`src/rtl/pc_branch_seq_if.sv`:
```
// Bus bundle for the conditional-branch PC sequencer.
// master: the controller that issues requests and owns the CON stage.
// slave:  the sequencer itself.
interface pc_branch_seq_if #(
    parameter int BITS = 32
) ();

    // Requests into the sequencer
    logic            start;
    logic [BITS-1:0] ir;
    logic            con_in;
    logic            pc_load;
    logic [BITS-1:0] pc_in;
    logic            incpc;

    // Results from the sequencer
    logic            con_enable;
    logic [1:0]      ir_c2;
    logic [BITS-1:0] pc;
    logic            busy;
    logic            done;
    logic            taken;
    logic [15:0]     taken_count;

    modport master (
        output start, ir, con_in, pc_load, pc_in, incpc,
        input  con_enable, ir_c2, pc, busy, done, taken, taken_count
    );

    modport slave (
        input  start, ir, con_in, pc_load, pc_in, incpc,
        output con_enable, ir_c2, pc, busy, done, taken, taken_count
    );

endinterface

```
`src/rtl/pc_branch_seq.sv`:
```
// Conditional-branch program-counter sequencer.
// A branch walks IDLE -> EVAL -> UPDATE -> FIN. EVAL asks the external CON
// stage for the condition, UPDATE applies the sign-extended 19-bit offset
// when the condition holds, and FIN pulses done. While idle, the PC can be
// loaded or incremented; a start in the same cycle sees the updated PC.
module pc_branch_seq #(
    parameter int BITS = 32
) (
    input  logic             clk,
    input  logic             clr,
    pc_branch_seq_if.slave   bus
);

    typedef enum logic [1:0] {
        ST_IDLE   = 2'd0,
        ST_EVAL   = 2'd1,
        ST_UPDATE = 2'd2,
        ST_FIN    = 2'd3
    } state_t;

    // Sign-extend the 19-bit branch offset to the PC width.
    function automatic logic [BITS-1:0] sext_offset(input logic [18:0] off);
        return {{(BITS-19){off[18]}}, off};
    endfunction

    // Saturating increment for the taken-branch counter.
    function automatic logic [15:0] sat_inc16(input logic [15:0] v);
        logic [15:0] res;
        if (v == 16'hFFFF) begin
            res = v;
        end else begin
            res = v + 16'd1;
        end
        return res;
    endfunction

    state_t          r_state;
    state_t          w_state_nxt;

    logic [BITS-1:0] r_pc;
    logic [1:0]      r_ir_c2;
    logic [18:0]     r_offset;
    logic            r_con_q;
    logic            r_taken;
    logic [15:0]     r_taken_count;

    logic [BITS-1:0] w_pc_nxt;
    logic [1:0]      w_ir_c2_nxt;
    logic [18:0]     w_offset_nxt;
    logic            w_con_q_nxt;
    logic            w_taken_nxt;
    logic [15:0]     w_taken_count_nxt;

    logic            w_con_enable;
    logic            w_busy;
    logic            w_done;

    // State register; clr drops any in-flight branch back to idle.
    always_ff @(posedge clk or posedge clr) begin
        if (clr) begin
            r_state <= ST_IDLE;
        end else begin
            r_state <= w_state_nxt;
        end
    end

    // Next-state and state-decoded outputs.
    always_comb begin
        w_state_nxt  = r_state;
        w_con_enable = 1'b0;
        w_busy       = 1'b1;
        w_done       = 1'b0;
        case (r_state)
            ST_IDLE: begin
                w_busy = 1'b0;
                if (bus.start) begin
                    w_state_nxt = ST_EVAL;
                end else begin
                    w_state_nxt = ST_IDLE;
                end
            end
            ST_EVAL: begin
                w_con_enable = 1'b1;
                w_state_nxt  = ST_UPDATE;
            end
            ST_UPDATE: begin
                w_state_nxt = ST_FIN;
            end
            ST_FIN: begin
                w_done      = 1'b1;
                w_state_nxt = ST_IDLE;
            end
            default: begin
                w_busy      = 1'b0;
                w_state_nxt = ST_IDLE;
            end
        endcase
    end

    // Datapath next values; every register holds unless its state acts on it.
    always_comb begin
        w_pc_nxt          = r_pc;
        w_ir_c2_nxt       = r_ir_c2;
        w_offset_nxt      = r_offset;
        w_con_q_nxt       = r_con_q;
        w_taken_nxt       = r_taken;
        w_taken_count_nxt = r_taken_count;
        case (r_state)
            ST_IDLE: begin
                // Load wins over increment; increment wraps naturally.
                if (bus.pc_load) begin
                    w_pc_nxt = bus.pc_in;
                end else if (bus.incpc) begin
                    w_pc_nxt = r_pc + BITS'(1);
                end else begin
                    w_pc_nxt = r_pc;
                end
                // Capture the branch fields; the offset is applied later
                // to whatever PC this same edge produces.
                if (bus.start) begin
                    w_ir_c2_nxt  = bus.ir[20:19];
                    w_offset_nxt = bus.ir[18:0];
                end else begin
                    w_ir_c2_nxt  = r_ir_c2;
                    w_offset_nxt = r_offset;
                end
            end
            ST_EVAL: begin
                w_con_q_nxt = bus.con_in;
            end
            ST_UPDATE: begin
                if (r_con_q) begin
                    w_pc_nxt          = r_pc + sext_offset(r_offset);
                    w_taken_nxt       = 1'b1;
                    w_taken_count_nxt = sat_inc16(r_taken_count);
                end else begin
                    w_pc_nxt          = r_pc;
                    w_taken_nxt       = 1'b0;
                    w_taken_count_nxt = r_taken_count;
                end
            end
            ST_FIN: begin
                w_pc_nxt = r_pc;
            end
            default: begin
                w_pc_nxt = r_pc;
            end
        endcase
    end

    // Datapath registers, cleared asynchronously by clr.
    always_ff @(posedge clk or posedge clr) begin
        if (clr) begin
            r_pc          <= '0;
            r_ir_c2       <= 2'b00;
            r_offset      <= 19'd0;
            r_con_q       <= 1'b0;
            r_taken       <= 1'b0;
            r_taken_count <= 16'd0;
        end else begin
            r_pc          <= w_pc_nxt;
            r_ir_c2       <= w_ir_c2_nxt;
            r_offset      <= w_offset_nxt;
            r_con_q       <= w_con_q_nxt;
            r_taken       <= w_taken_nxt;
            r_taken_count <= w_taken_count_nxt;
        end
    end

    assign bus.con_enable  = w_con_enable;
    assign bus.busy        = w_busy;
    assign bus.done        = w_done;
    assign bus.ir_c2       = r_ir_c2;
    assign bus.pc          = r_pc;
    assign bus.taken       = r_taken;
    assign bus.taken_count = r_taken_count;

endmodule

```
`src/flat_wrapper.sv`:
```
// flat-port wrapper written by rule: the top's interface ports become plain ports
module pc_branch_seq_flat 
#(
    parameter int BITS = 32
)
  (clk, clr, bus_start, bus_ir, bus_con_in, bus_pc_load, bus_pc_in, bus_incpc, bus_con_enable, bus_ir_c2, bus_pc, bus_busy, bus_done, bus_taken, bus_taken_count);
  pc_branch_seq_if #(.BITS(BITS)) bus_i ();
  input  logic clk;
  input  logic clr;
  input wire logic [$bits(bus_i.start)-1:0] bus_start;
  input wire logic [$bits(bus_i.ir)-1:0] bus_ir;
  input wire logic [$bits(bus_i.con_in)-1:0] bus_con_in;
  input wire logic [$bits(bus_i.pc_load)-1:0] bus_pc_load;
  input wire logic [$bits(bus_i.pc_in)-1:0] bus_pc_in;
  input wire logic [$bits(bus_i.incpc)-1:0] bus_incpc;
  output wire logic [$bits(bus_i.con_enable)-1:0] bus_con_enable;
  output wire logic [$bits(bus_i.ir_c2)-1:0] bus_ir_c2;
  output wire logic [$bits(bus_i.pc)-1:0] bus_pc;
  output wire logic [$bits(bus_i.busy)-1:0] bus_busy;
  output wire logic [$bits(bus_i.done)-1:0] bus_done;
  output wire logic [$bits(bus_i.taken)-1:0] bus_taken;
  output wire logic [$bits(bus_i.taken_count)-1:0] bus_taken_count;
  assign bus_i.start = bus_start;
  assign bus_i.ir = bus_ir;
  assign bus_i.con_in = bus_con_in;
  assign bus_i.pc_load = bus_pc_load;
  assign bus_i.pc_in = bus_pc_in;
  assign bus_i.incpc = bus_incpc;
  assign bus_con_enable = bus_i.con_enable;
  assign bus_ir_c2 = bus_i.ir_c2;
  assign bus_pc = bus_i.pc;
  assign bus_busy = bus_i.busy;
  assign bus_done = bus_i.done;
  assign bus_taken = bus_i.taken;
  assign bus_taken_count = bus_i.taken_count;
  pc_branch_seq #(.BITS(BITS)) u_core (.clk(clk), .clr(clr), .bus(bus_i));
endmodule
```
`config.mk`:
```
export PLATFORM = sky130hd
export DESIGN_NAME = pc_branch_seq_flat
export DESIGN_NICKNAME = d
export VERILOG_FILES = /design/src/rtl/pc_branch_seq_if.sv /design/src/rtl/pc_branch_seq.sv /design/src/flat_wrapper.sv
export SDC_FILE = /design/constraint.sdc
export NUM_CORES = 1
export LEC_CHECK = 0
export ABC_AREA = 1
export CORE_ASPECT_RATIO = 0.75
export CORE_MARGIN = 2
export CORE_UTILIZATION = 25
export CTS_BUF_LIST = sky130_fd_sc_hd__clkbuf_4
export CTS_CLUSTER_DIAMETER = 50
export CTS_CLUSTER_SIZE = 14
export DETAILED_ROUTE_END_ITERATION = 6
export GPL_ROUTABILITY_DRIVEN = 0
export GPL_TIMING_DRIVEN = 0
export SYNTH_ARGS = -nofsm -noshare
export SYNTH_HDL_FRONTEND = slang
export SYNTH_SLANG_ARGS = --single-unit
```
`constraint.sdc`:
```
create_clock -name clk -period 2.6 [get_ports clk]
set_input_delay 0.52 -clock clk [delete_from_list [all_inputs] [get_ports clk]]
set_output_delay 0.52 -clock clk [all_outputs]
set_load 0.05 [all_outputs]
```
## Word-level counts from Yosys, hierarchy flattened

Cells that the tools add are included.

| operators by class | value |
|---|---|
| $add $sub $neg | 3 |
| eq/ne operators | 6 |
| mux-type cells | 10 |
| bitwise logic cells | 1 |
| reduce and logical (&&, ||, !) cells | 5 |

Operators by type and width:

| cell | number |
|---|---|
| 32-bit 2-to-1 mux | 3 |
| 32-bit case mux with 2 select lines | 1 |
| 32-bit by 1-bit adder with 32-bit output, second input constant | 1 |
| 32-bit adder | 1 |
| 16-bit by 1-bit adder with 16-bit output, second input constant | 1 |
| 16-bit == test, second input constant | 1 |
| 2-bit case mux with 4 select lines | 1 |
| 3-bit AND reduction | 2 |
| 1-bit 2-to-1 mux | 5 |
| 2-bit == test, second input constant | 2 |
| 3-bit != test, second input constant | 1 |
| 2-bit by 1-bit == test with 1-bit output, second input constant | 1 |
| 2-bit logical NOT | 1 |
| 2-bit by 1-bit != test with 1-bit output, second input constant | 1 |
| 2-bit AND reduction | 1 |
| 2-bit nonzero test | 1 |
| 1-bit inverter | 1 |

| word-level totals | value |
|---|---|
| register bits | 73 |
| word-level logic and storage cells | 32 |

## Longest topological paths before layout

Gate-level depths: netlist (run 1).

| logic depth | value |
|---|---|
| depth after elaboration | 4 |
| mapped depth | 14 |

## Worst setup path after synthesis (run 1)

No wires, ideal clock.

| path | value |
|---|---|
| path kind | reg2reg |
| from | register u_core.r_pc[0], in the netlist u_core.bus.pc[0] |
| to | register u_core.r_pc[16], in the netlist u_core.bus.pc[16] |
| arrival | 2.132 ns |
| slack | 0.345 ns |
| cell stages (with the launch flop) | 11 |
| path buffers | 0 |
| clock period less this slack | 2.255 ns |
| cell sequence | dfrtp_1 > ha_1 > fa_1 > nand3_1 > nand3_1 > nand2_1 > nand2_1 > a21oi_1 > nor2_1 > o21ai_0 > nand2_1 |

| on the way | value |
|---|---|
| longest elaborated chain between the ends | 4 |

Ends and longest elaborated chain:

| element | RTL line | source |
|---|---|---|
| start: declaration | pc_branch_seq.sv:40 | `logic [BITS-1:0] r_pc;` |
| start signal: assignment | pc_branch_seq.sv:161 | `r_pc <= w_pc_nxt;` |
| 32-bit by 1-bit adder with 32-bit output | pc_branch_seq.sv:114 | `w_pc_nxt = r_pc + BITS'(1);` |
| 32-bit 2-to-1 mux | pc_branch_seq.sv:113 | `end else if (bus.incpc) begin` |
| 32-bit 2-to-1 mux | pc_branch_seq.sv:111 | `if (bus.pc_load) begin` |
| 32-bit case mux with 2 select lines * | pc_branch_seq.sv:108 | `case (r_state)` |

Mark *: on every way between the ends. The rest lies on a longest branch, timed or not. The select of a mux whose other input is x is not followed.
A chain may end at the register's enable or synchronous reset.

## Worst setup path after layout (run 1)

| path | value |
|---|---|
| from | register u_core.r_pc[24], in the netlist u_core.bus.pc[24] |
| to | output bus_pc[24] |

RTL lines:

| element | RTL line | source |
|---|---|---|
| end: declaration | flat_wrapper.sv:18 | `output wire logic [$bits(bus_i.pc)-1:0] bus_pc;` |

No word-level cell between the ends.

==> flow_metrics.tcl, run 1 <==
set metrics [dict create \
    drc_errors 0 \
    synth_area_sq_um 6860 \
    r2r_slack_ns 0.14 \
    cp-startpoint "u_core.bus.pc[24]" \
    grt_pass1_vias 6762 \
    numCtsBuffers 9 \
    finalNetCount 1339 \
    drv_slew 0 \
    routedWlPerCell_microns 15.4 \
    area_delta_synth_final_pct 25.0 \
    grt_pass1_wl_microns 37400 \
    cts.clk_slew.worst_paths_ns 0.16 \
    syn_inst 1107 \
    path_buf_inv 1 \
    start_util_pct 25.4 \
    port_buffers 112 \
    fin_tns_setup_ns 0 \
    avgSynthCellArea_sq_um 6.19 \
    setup_viol_count_final 0 \
    min_period_over_period_pct 96.9 \
    die_area_sq_um 28800 \
    synth_nets 1215 \
    die_h_microns 147 \
    fin_ws_ns 0.0808 \
    hpwlAfterDp_microns 20200 \
    insertion_delay_ns 0.47 \
    synth_top_cell_area_share_pct 26.6 \
    fillers 2946 \
    cpLargestDelayFamily "buffers and inverters" \
    cts_hold_buf 0 \
    synth.distinct_cells 38 \
    r2r_end "u_core.bus.pc[28]" \
    ir_worst_vdd_mv 0.704 \
    reg2reg_depth 11 \
    fp.coreArea_sq_um 27000 \
    cp_slowest_cell "clkdlybuf4s50_1" \
    crit_path_max_fanout 7 \
    cp.required_ns 2.08 \
    yosys.area.top_type "dfrtp_1" \
    crit_end "bus_pc[24]" \
    viasPerCell 4.65 \
    ant_nets 0 \
    ys_ff_latch 73 \
    slew_headroom_pct 59.6 \
    cts_tree "built" \
    grt_max_degree 60 \
    clockRootBuffer "clkbuf_4" \
    overflow 0 \
    pin_count 124 \
    max_freq_ghz 0.397 \
    cp_num_cells 1 \
    antenna_found_initial 1 \
    preCtsSetupSlack_ns 0.0500 \
    worstMarginPinSlew_ns 0.605 \
    vias 7382 \
    die_w_microns 195 \
    synth_warnings 0 \
    status "complete, no violations" \
    grtUsageTotal_pct 17.0 \
    drt-initial-drc-count 589 \
    ys_top_cells_by_area "dfrtp_1 (27%), nand2_1 (21%), nor2_1 (8.9%), inv_1 (7.7%), ha_1 (6.8%)" \
    period_needed_ns 2.52 \
    htreeDepth 3 \
    hold_viol_final 0 \
    finalWirelength_microns 24400 \
    clock_path_buffers 2 \
    end_kind "output pin" \
    maxCapViolCount 0 \
    clock_skew_ns 0.0372 \
    rsz0062_at_grt "no" \
    p_leak_nw 4.21 \
    crit_chain "clkdlybuf4s50_1" \
    critPathMaxStageDelay_ns 0.89 \
    worstReg2RegStart "u_core.bus.pc[0]" \
    hp-class "input pin to asynchronous set/reset pin" \
    drive_gt1_share_pct 6.15 \
    first_pass_iters 6 \
    powerDensity_nw_per_um2 1530 \
    cts.sinks 73 \
    cp_data_arrival_time_ns 2.00 \
    crit_type "register to output pin" \
    row_count 52 \
    worst_setup_path_start_kind "register" \
    ys_seq_area_share_pct 26.6 \
]
==> metrics by stage <==
| step | hold slack (ns) | total power, mW | util, % | std cells | instance area [sq um] |
|---|---|---|---|---|---|
| 2_1_floorplan | 0.481 | 9.28 | - | 1107 | 6860 |
| 3_3_place_gp | 0.459 | 12.2 | 31.2 | 1570 | 8420 |
| 3_5_place_dp | 0.459 | 12.3 | 31.3 | 1571 | 8450 |
| 4_1_cts | 0.318 | 13.0 | 31.7 | 1587 | 8560 |
| 5_1_grt | 0.329 | 14.4 | 31.7 | 1588 | 8570 |
| 6_report | 0.344 | 13.1 | 31.7 | 1588 | 8570 |
==> worst min-delay path by stage <==
stage	startpoint	to	slack [ns]
after floorplan	u_core.r_con_q	u_core.r_con_q	0.48
after global routing	clr	u_core.r_offset[11]	0.33
final	clr	u_core.r_offset[11]	0.34
after CTS	clr	u_core.r_offset[13]	0.32
after global placement	u_core.bus.taken	u_core.bus.taken	0.46
after detailed placement	u_core.bus.taken	u_core.bus.taken	0.46
==> Yosys cell counts <==
cell type,number
o22ai_1,1
nor3_1,7
nor4_1,1
a211oi_1,1
nor2_2,7
nor2_4,4
inv_6,1
xnor2_1,8
buf_1,5
clkbuf_1,7
o21ai_1,2
buf_2,8
a21oi_1,68
a21o_1,1
o21ai_0,20
nand3_1,69
o21bai_1,3
a22oi_1,4
nand3_4,1
fa_1,1
nand4_1,4
ha_1,37
mux2_2,22
xor2_1,24
nor4_4,1
clkinv_1,1
a21oi_4,1
nor4_2,1
nand2_1,384
nor2_1,162
nand2_2,4
a31oi_1,5
o211ai_1,4
nand3_2,1
dfrtp_1,73
nand3b_1,18
inv_1,141
inv_2,5
==> logic make-up (layout without fill, tap and decap cells) <==
kind of cell / after synthesis / count (layout) / share of synthesized area [%]
AO/OA/AOI/OAI: 110 / 110 / 8.78
other: 0 / 1 / 0
AND/OR/NAND/NOR: 664 / 664 / 40.4
multiplexers: 22 / 22 / 3.61
XOR/XNOR: 32 / 32 / 4.09
flip-flops: 73 / 73 / 26.6
adder cells (fa/ha/maj): 38 / 38 / 7.04
buffers and inverters: 168 / 297 / 9.42
==> cell type report <==
cell class                 instances  area, sq um  share of cell area, %
antenna                            1         2.50                 0.0292
buffer                            20         85.1                  0.993
clock buffer                      10         75.1                  0.876
clock inverter                     6         42.5                  0.496
inverter                         148          563                   6.57
multi-input combinational        866         4390                   51.2
sequential                        73         1830                   21.3
tap                              351          439                   5.12
timing repair buffer             113         1150                   13.4
==> metal layers <==
layer  GRT usage (%)  up-vias  part of all wire (%)
met5               0        -                     0
met4            4.62        0                   2.0
met3            2.78       30                   7.0
met1            25.2     3377                    49
met2            25.3      234                    42
li1                -     3741                     -
==> cells in the final DEF (no fill, tap or decap), types with 3 or more instances in the layout <==
cell type        instances
nor2_1                 162
o21ai_0                 20
nand2_1                384
nor3_1                   7
mux2_2                  22
nand3_1                 69
a21oi_1                 68
nand3b_1                18
nor2_4                   4
dfrtp_1                 72
nor2_2                   7
nand2_2                  4
clkbuf_1                 7
buf_1                    5
ha_1                    37
buf_2                    8
a22oi_1                  4
clkbuf_4                10
xor2_1                  24
o21bai_1                 3
nand4_1                  4
inv_2                    5
clkdlybuf4s50_1        111
xnor2_1                  8
a31oi_1                  5
o211ai_1                 4
inv_1                  140
==> flip-flops by register name, indices dropped and copies added (netlist names) <==
| register | flops |
|---|---|
| u_core.r_state | 2 |
| u_core.r_offset | 19 |
| u_core.bus.taken_count | 16 |
| u_core.bus.taken | 1 |
| u_core.bus.ir_c2 | 2 |
| u_core.r_con_q | 1 |
| u_core.bus.pc | 32 |
==> power breakdown <==
group / internal (mW) / switching (mW)
Combinational: 3.31 / 6.51
Clock: 0.208 / 0.462
Sequential: 1.63 / 0.942
==> what timing repair did <==
item,CTS,global route
gates resized for setup,1,2
buffers inserted,0,0
setup endpoints to repair,1,6
pin swaps,0,0
(Power assumes the default switching activity.)
==> run 2, diff against run 1 <==
==> constraint.sdc (replaced) <==
create_clock -name clk -period 2.6 [get_ports clk]
set_input_delay 0.39 -clock clk [delete_from_list [all_inputs] [get_ports clk]]
set_output_delay 0.39 -clock clk [all_outputs]
set_load 0.05 [all_outputs]
==> run 2 against run 1 <==
  * Worst setup slack improved by 0.073 ns
  * Fmax grew 3.0%
  * Routed wire length grew 0.14%
  * Power increased by 0.11%
  * Count of clock-buffer cells in the layout stayed put
  * Final cell count is the same
  * Clock skew decreased by 0.0024 ns
  * Clock power hardly changed
  * Die area is the same
  * Sequential power about the same
==> flow_metrics.tcl, run 2 (synthesized netlist as in run 1, its figures left out) <==
set metrics [dict create \
    grt_max_degree 60 \
    antenna_found_initial 1 \
    max_freq_ghz 0.409 \
    start_util_pct 25.4 \
    finalNetCount 1339 \
    fillers 2944 \
    crit_type "register to register" \
    ir_worst_vdd_mv 0.708 \
    whs_ns 0.211 \
    numCtsBuffers 9 \
    grtUsageTotal_pct 17.0 \
    rsz0062_at_grt "no" \
    slew_headroom_pct 59.6 \
    clock_skew_ns 0.0348 \
    cts.sinks 73 \
    finalWirelength_microns 24400 \
    htreeDepth 3 \
    status "complete, no violations" \
    finish.utilization_pct 31.8 \
    end_kind "register" \
    cts_hold_buf 0 \
    hpwlAfterDp_microns 20200 \
    setup_viol_count_final 0 \
    mostFrequentLayoutCells "nand2_1 (384), nor2_1 (162), inv_1 (140)" \
    crit_path_max_fanout 8 \
    fin_ws_ns 0.154 \
    cp.required_ns 2.99 \
    powerDensity_nw_per_um2 1530 \
    first_pass_iters 5 \
    preCtsSetupSlack_ns 0.0500 \
    grt_pass1_vias 6762 \
    insertion_delay_ns 0.47 \
    cp_data_arrival_time_ns 2.84 \
    vias 7352 \
    port_buffers 112 \
    ant_nets 0 \
    worst_setup_path_start_kind "register" \
    cts_tree "built" \
    drc_errors 0 \
    pin_count 124 \
    cts.clk_slew.worst_paths_ns 0.13 \
    period_needed_ns 2.45 \
    die_area_sq_um 28800 \
    hp-class "input pin to asynchronous set/reset pin" \
    fp.coreArea_sq_um 27000 \
    largest_reg_flops 32 \
    drt-initial-drc-count 590 \
    area_delta_synth_final_pct 25.0 \
    die_h_microns 147 \
    overflow 0 \
    min_period_over_period_pct 94.1 \
    drive_gt1_share_pct 6.15 \
    clock_path_buffers 2 \
    p_leak_nw 4.22 \
    final_common_cell "nand2_1" \
    row_count 52 \
    drv_slew 0 \
    maxCapViolCount 0 \
    die_w_microns 195 \
    grt_pass1_wl_microns 37400 \
    hold_viol_final 0 \
    routedWlPerCell_microns 15.4 \
    dp_cells 1571 \
    viasPerCell 4.63 \
    clockRootBuffer "clkbuf_4" \
    worstMarginPinSlew_ns 0.606 \
    fin_cells 1588 \
]
run 2: path summary, 6_finish.rpt:
kind / start / slack [ns] / depth (start not counted) / endpoint
worst min register to register: u_core.bus.taken / 0.49 / 2 / u_core.bus.taken
min in group clk: u_core.bus.taken / 0.49 / 2 / u_core.bus.taken
max in group asynchronous: clr / 1.83 / 3 / u_core.bus.pc[10]
worst max-delay path: u_core.bus.pc[0] / 0.15 / 11 / u_core.bus.pc[28]
worst max register to register: u_core.bus.pc[0] / 0.15 / 11 / u_core.bus.pc[28]
worst min-delay path: clr / 0.21 / 2 / u_core.r_offset[11]
run 2: timing repair:
| action | CTS | global route |
|---|---|---|
| setup endpoints to repair | 0 | 7 |
| setup buffers | 0 | 0 |
| gates resized for setup | 0 | 3 |
run 2: report_power, final:
group	switching [mW]	internal, mW	leakage, nW
combinational	6.52	3.32	3.29
sequential	0.944	1.63	0.870
clock	0.462	0.208	0.0628
run 2: worst max-delay path, cell delays in order, from the launching register on:
cell	delay (ns)
dfrtp_2	0.51
ha_1	0.29
fa_2	0.41
nand3_1	0.10
nand3_1	0.16
nand3_1	0.12
nand3_1	0.18
nand2_1	0.14
nand2_1	0.06
nand2_1	0.06
nand3_1	0.15
a21oi_1	0.20
run 2: layout make-up:
| cell class | count | area (sq um) | share of cell area, % |
|---|---|---|---|
| antenna | 1 | 2.50 | 0.0292 |
| inverter | 148 | 563 | 6.57 |
| buffer | 20 | 85.1 | 0.992 |
| tap | 351 | 439 | 5.12 |
| sequential | 73 | 1830 | 21.3 |
| clock buffer | 10 | 75.1 | 0.876 |
| timing repair buffer | 113 | 1150 | 13.4 |
| multi-input combinational | 866 | 4390 | 51.2 |
| clock inverter | 6 | 42.5 | 0.496 |
run 2: per-layer routing:
metal,vias to the layer above,global-route usage [%],part of all wire [%]
met4,0,4.62,2.2
met2,236,25.3,42
met1,3340,25.2,48
met5,-,0,0
met3,31,2.78,7.8
li1,3745,-,-
run 2: metrics by stage:
step	cell area, sq um	TNS (ns)	total power [mW]
after global placement	8420	-85.50	12.2
final	8570	0	13.1
after detailed placement	8450	0	12.3
after global routing	8570	0	14.4
after floorplan	6860	0	9.28
after CTS	8560	0	13.0
==> run 3, diff against run 2 <==
--- a/config.mk
+++ b/config.mk
@@ -5,7 +5,7 @@
 export SDC_FILE = /design/constraint.sdc
 export NUM_CORES = 1
 export LEC_CHECK = 0
-export ABC_AREA = 1
+export ABC_AREA = 0
 export CORE_ASPECT_RATIO = 0.75
 export CORE_MARGIN = 2
 export CORE_UTILIZATION = 25
@@ -15,6 +15,7 @@
 export DETAILED_ROUTE_END_ITERATION = 6
 export GPL_ROUTABILITY_DRIVEN = 0
 export GPL_TIMING_DRIVEN = 0
+export HOLD_SLACK_MARGIN = 0.1
 export SYNTH_ARGS = -nofsm -noshare
 export SYNTH_HDL_FRONTEND = slang
 export SYNTH_SLANG_ARGS = --single-unit
==> run 3 against run 2 <==
  * The flow now finishes with violations (negative setup slack)
  * Hold slack improved by 0.045 ns
  * Sequential share of layout area grew 2.2 points
  * Critical path depth up 1
  * Final cell count shrank 29%
  * Non-clock buffer count grew 33
  * Fmax shrank 7.8%
  * Synthesized cell count fell by 39%
  * Flip-flop and latch count did not move
  * Critical path type unchanged
  * Critical endpoint unchanged
  * Highest routed layer unchanged
==> flow_metrics.tcl, run 3 <==
set metrics [dict create \
    overflow 0 \
    synth_edf_count 0 \
    die_h_microns 135 \
    drc_errors 0 \
    fp.coreArea_sq_um 22200 \
    ys_ff_latch 73 \
    crit_path_max_fanout 2 \
    crit_type "register to register" \
    slew_headroom_pct 42.8 \
    synth_warnings 0 \
    synth_ff_type "dfrtp_1" \
    finalNetCount 929 \
    status "finished with violations" \
    hpwlAfterDp_microns 15000 \
    worst_setup_path_start_kind "register" \
    syn_inst 673 \
    design_area_sq_um 7850 \
    cts.clk_slew.worst_paths_ns 0.16 \
    async_flop_share_pct 100 \
    port_buffers 112 \
    routedWlPerCell_microns 18.2 \
    avgSynthCellArea_sq_um 8.47 \
    viasPerCell 5.14 \
    cp.required_ns 2.96 \
    largest_reg_flops 32 \
    finalWirelength_microns 20400 \
    end_kind "register" \
    cp_data_arrival_time_ns 3.01 \
    die_area_sq_um 24000 \
    grt_pass1_wl_microns 31000 \
    max_freq_ghz 0.377 \
    synth.most_common_cell "nand2_1" \
    mostFrequentLayoutCells "clkdlybuf4s50_1 (112), nand2_1 (77), dfrtp_1 (61)" \
    drive_gt1_share_pct 17.7 \
    ant_nets 0 \
    htreeDepth 3 \
    clock_skew_ns 0.0269 \
    area_delta_synth_final_pct 37.7 \
    cts_hold_buf 0 \
    ys_seq_area_share_pct 32.1 \
    drv_slew 0 \
    crit_chain "ha_4 -> fa_2 -> a21o_1 -> a22o_4 -> a211oi_4 -> o211ai_1 -> buf_4 -> a31oi_4 -> buf_4 -> nor3b_1 -> a31oi_1 -> o21ai_1" \
    synth_top_cell_area_share_pct 32.1 \
    worstMarginPinSlew_ns 0.858 \
    regArea_sq_um 1840 \
    grtUsageTotal_pct 17.0 \
    final_common_cell "clkdlybuf4s50_1" \
    path_buf_inv 2 \
    critPathMaxStageDelay_ns 0.45 \
    hp-class "input pin to asynchronous set/reset pin" \
    insertedDiodeCount 0 \
    grt_max_degree 41 \
    grt_pass1_vias 5376 \
    yosys.area.top_type "dfrtp_1" \
    violations "negative setup slack" \
    vias 5760 \
    fin_ws_ns -0.0533 \
    synth_nets 781 \
    first_pass_iters 5 \
    clockRootBuffer "clkbuf_4" \
    numCtsBuffers 9 \
    rsz0062_at_grt "yes" \
    synth.distinct_cells 68 \
    period_needed_ns 2.65 \
    hold_viol_final 0 \
    insertion_delay_ns 0.49 \
    multi_input_area_sq_um 3970 \
    cts_tree "built" \
    dpl-instance-area_sq_um 7230 \
    ys_top_cells_by_area "dfrtp_1 (32%), ha_1 (8.1%), a21oi_1 (5.4%), nand2_1 (5.1%), mux2_2 (4.7%)" \
    clock_path_buffers 2 \
    setup_viol_count_final 5 \
    pin_count 124 \
    fillers 2311 \
    die_w_microns 178 \
    cpLargestDelayFamily "compound AO/OA/AOI/OAI gates" \
    cts.sinks 73 \
    row_count 47 \
    antenna_found_initial 0 \
    min_period_over_period_pct 102 \
    start_util_pct 25.6 \
    whs_ns 0.256 \
    critPathMostFrequentCell "buf_4" \
    preCtsSetupSlack_ns -0.513 \
    synthTopCellsByCount "nand2_1 (78), dfrtp_1 (73), a21oi_1 (61)" \
    maxCapViolCount 0 \
    cp_slowest_cell "dfrtp_1" \
    synth_area_sq_um 5700 \
    drt-initial-drc-count 596 \
]
-- run 3: cell types whose count changed after synthesis, sizes merged, moves of 15 or more --
cell / previous run / this run
inv: 147 / 21
nand2: 388 / 78
nand3b: 18 / 0
nand3: 71 / 25
clkbuf: 7 / 22
and3: 0 / 16
xnor2: 8 / 29
nor2: 173 / 59
o21ai: 22 / 52
-- run 3: logic make-up (layout without fill, tap and decap cells) --
| group | after synthesis | after routing | share of synthesized area [%] |
|---|---|---|---|
| AND/OR/NAND/NOR | 233 | 233 | 19.4 |
| flip-flops | 73 | 73 | 32.1 |
| XOR/XNOR | 55 | 55 | 8.45 |
| AO/OA/AOI/OAI | 190 | 190 | 21.7 |
| adder cells (fa/ha/maj) | 38 | 38 | 8.48 |
| multiplexers | 34 | 34 | 6.52 |
| buffers and inverters | 50 | 203 | 3.34 |
-- run 3: layout make-up --
| type | count | share of cell area, % |
|---|---|---|
| Buffer | 26 | 1.40 |
| Clock buffer | 9 | 0.861 |
| Clock inverter | 7 | 0.750 |
| Inverter | 21 | 1.04 |
| Multi-Input combinational cell | 550 | 50.6 |
| Sequential cell | 73 | 23.5 |
| Tap cell | 294 | 4.69 |
| Timing Repair Buffer | 140 | 17.2 |
-- run 3: per-stage QoR --
step	instances	TNS, ns	utilization, %
finish	1120	-0.182	35.3
detailed placement	1080	-7.49	32.5
global route	1120	-1.79	35.3
floorplan	673	-0.0978	-
global placement	1079	-90.99	32.4
CTS	1107	-0.182	33.9
-- run 3: final timing paths --
check	startpoint	to	slack, ns	cells past startpoint
min	clr	u_core.bus.taken_count[8]	0.26	2
max	u_core.r_offset[0]	u_core.bus.pc[28]	-0.05	12
min in group clk	bus_ir[0]	u_core.r_offset[0]	0.51	2
min reg2reg	u_core.bus.taken_count[9]	u_core.bus.taken_count[9]	0.51	1
max reg2reg	u_core.r_offset[0]	u_core.bus.pc[28]	-0.05	12
max in group asynchronous	clr	u_core.bus.pc[11]	1.72	3
-- run 3: metal layers --
layer	track usage, %	up-vias	routed length [microns]
li1	-	2738	-
met1	25.9	2770	10100
met2	23.5	231	8240
met3	4.56	21	1800
met4	3.79	0	239
met5	0	-	0
-- run 3: repair_timing --
| item | in CTS | in global routing |
|---|---|---|
| endpoints found under the setup margin | 24 | 32 |
| setup buffers | 11 | 17 |
| pin swaps | 8 | 38 |
| resized for setup | 21 | 54 |
Power of run 3 is left out: the tool's default activity adds up to more than one toggle a clock period on the data nets, which glitch-free logic cannot reach.
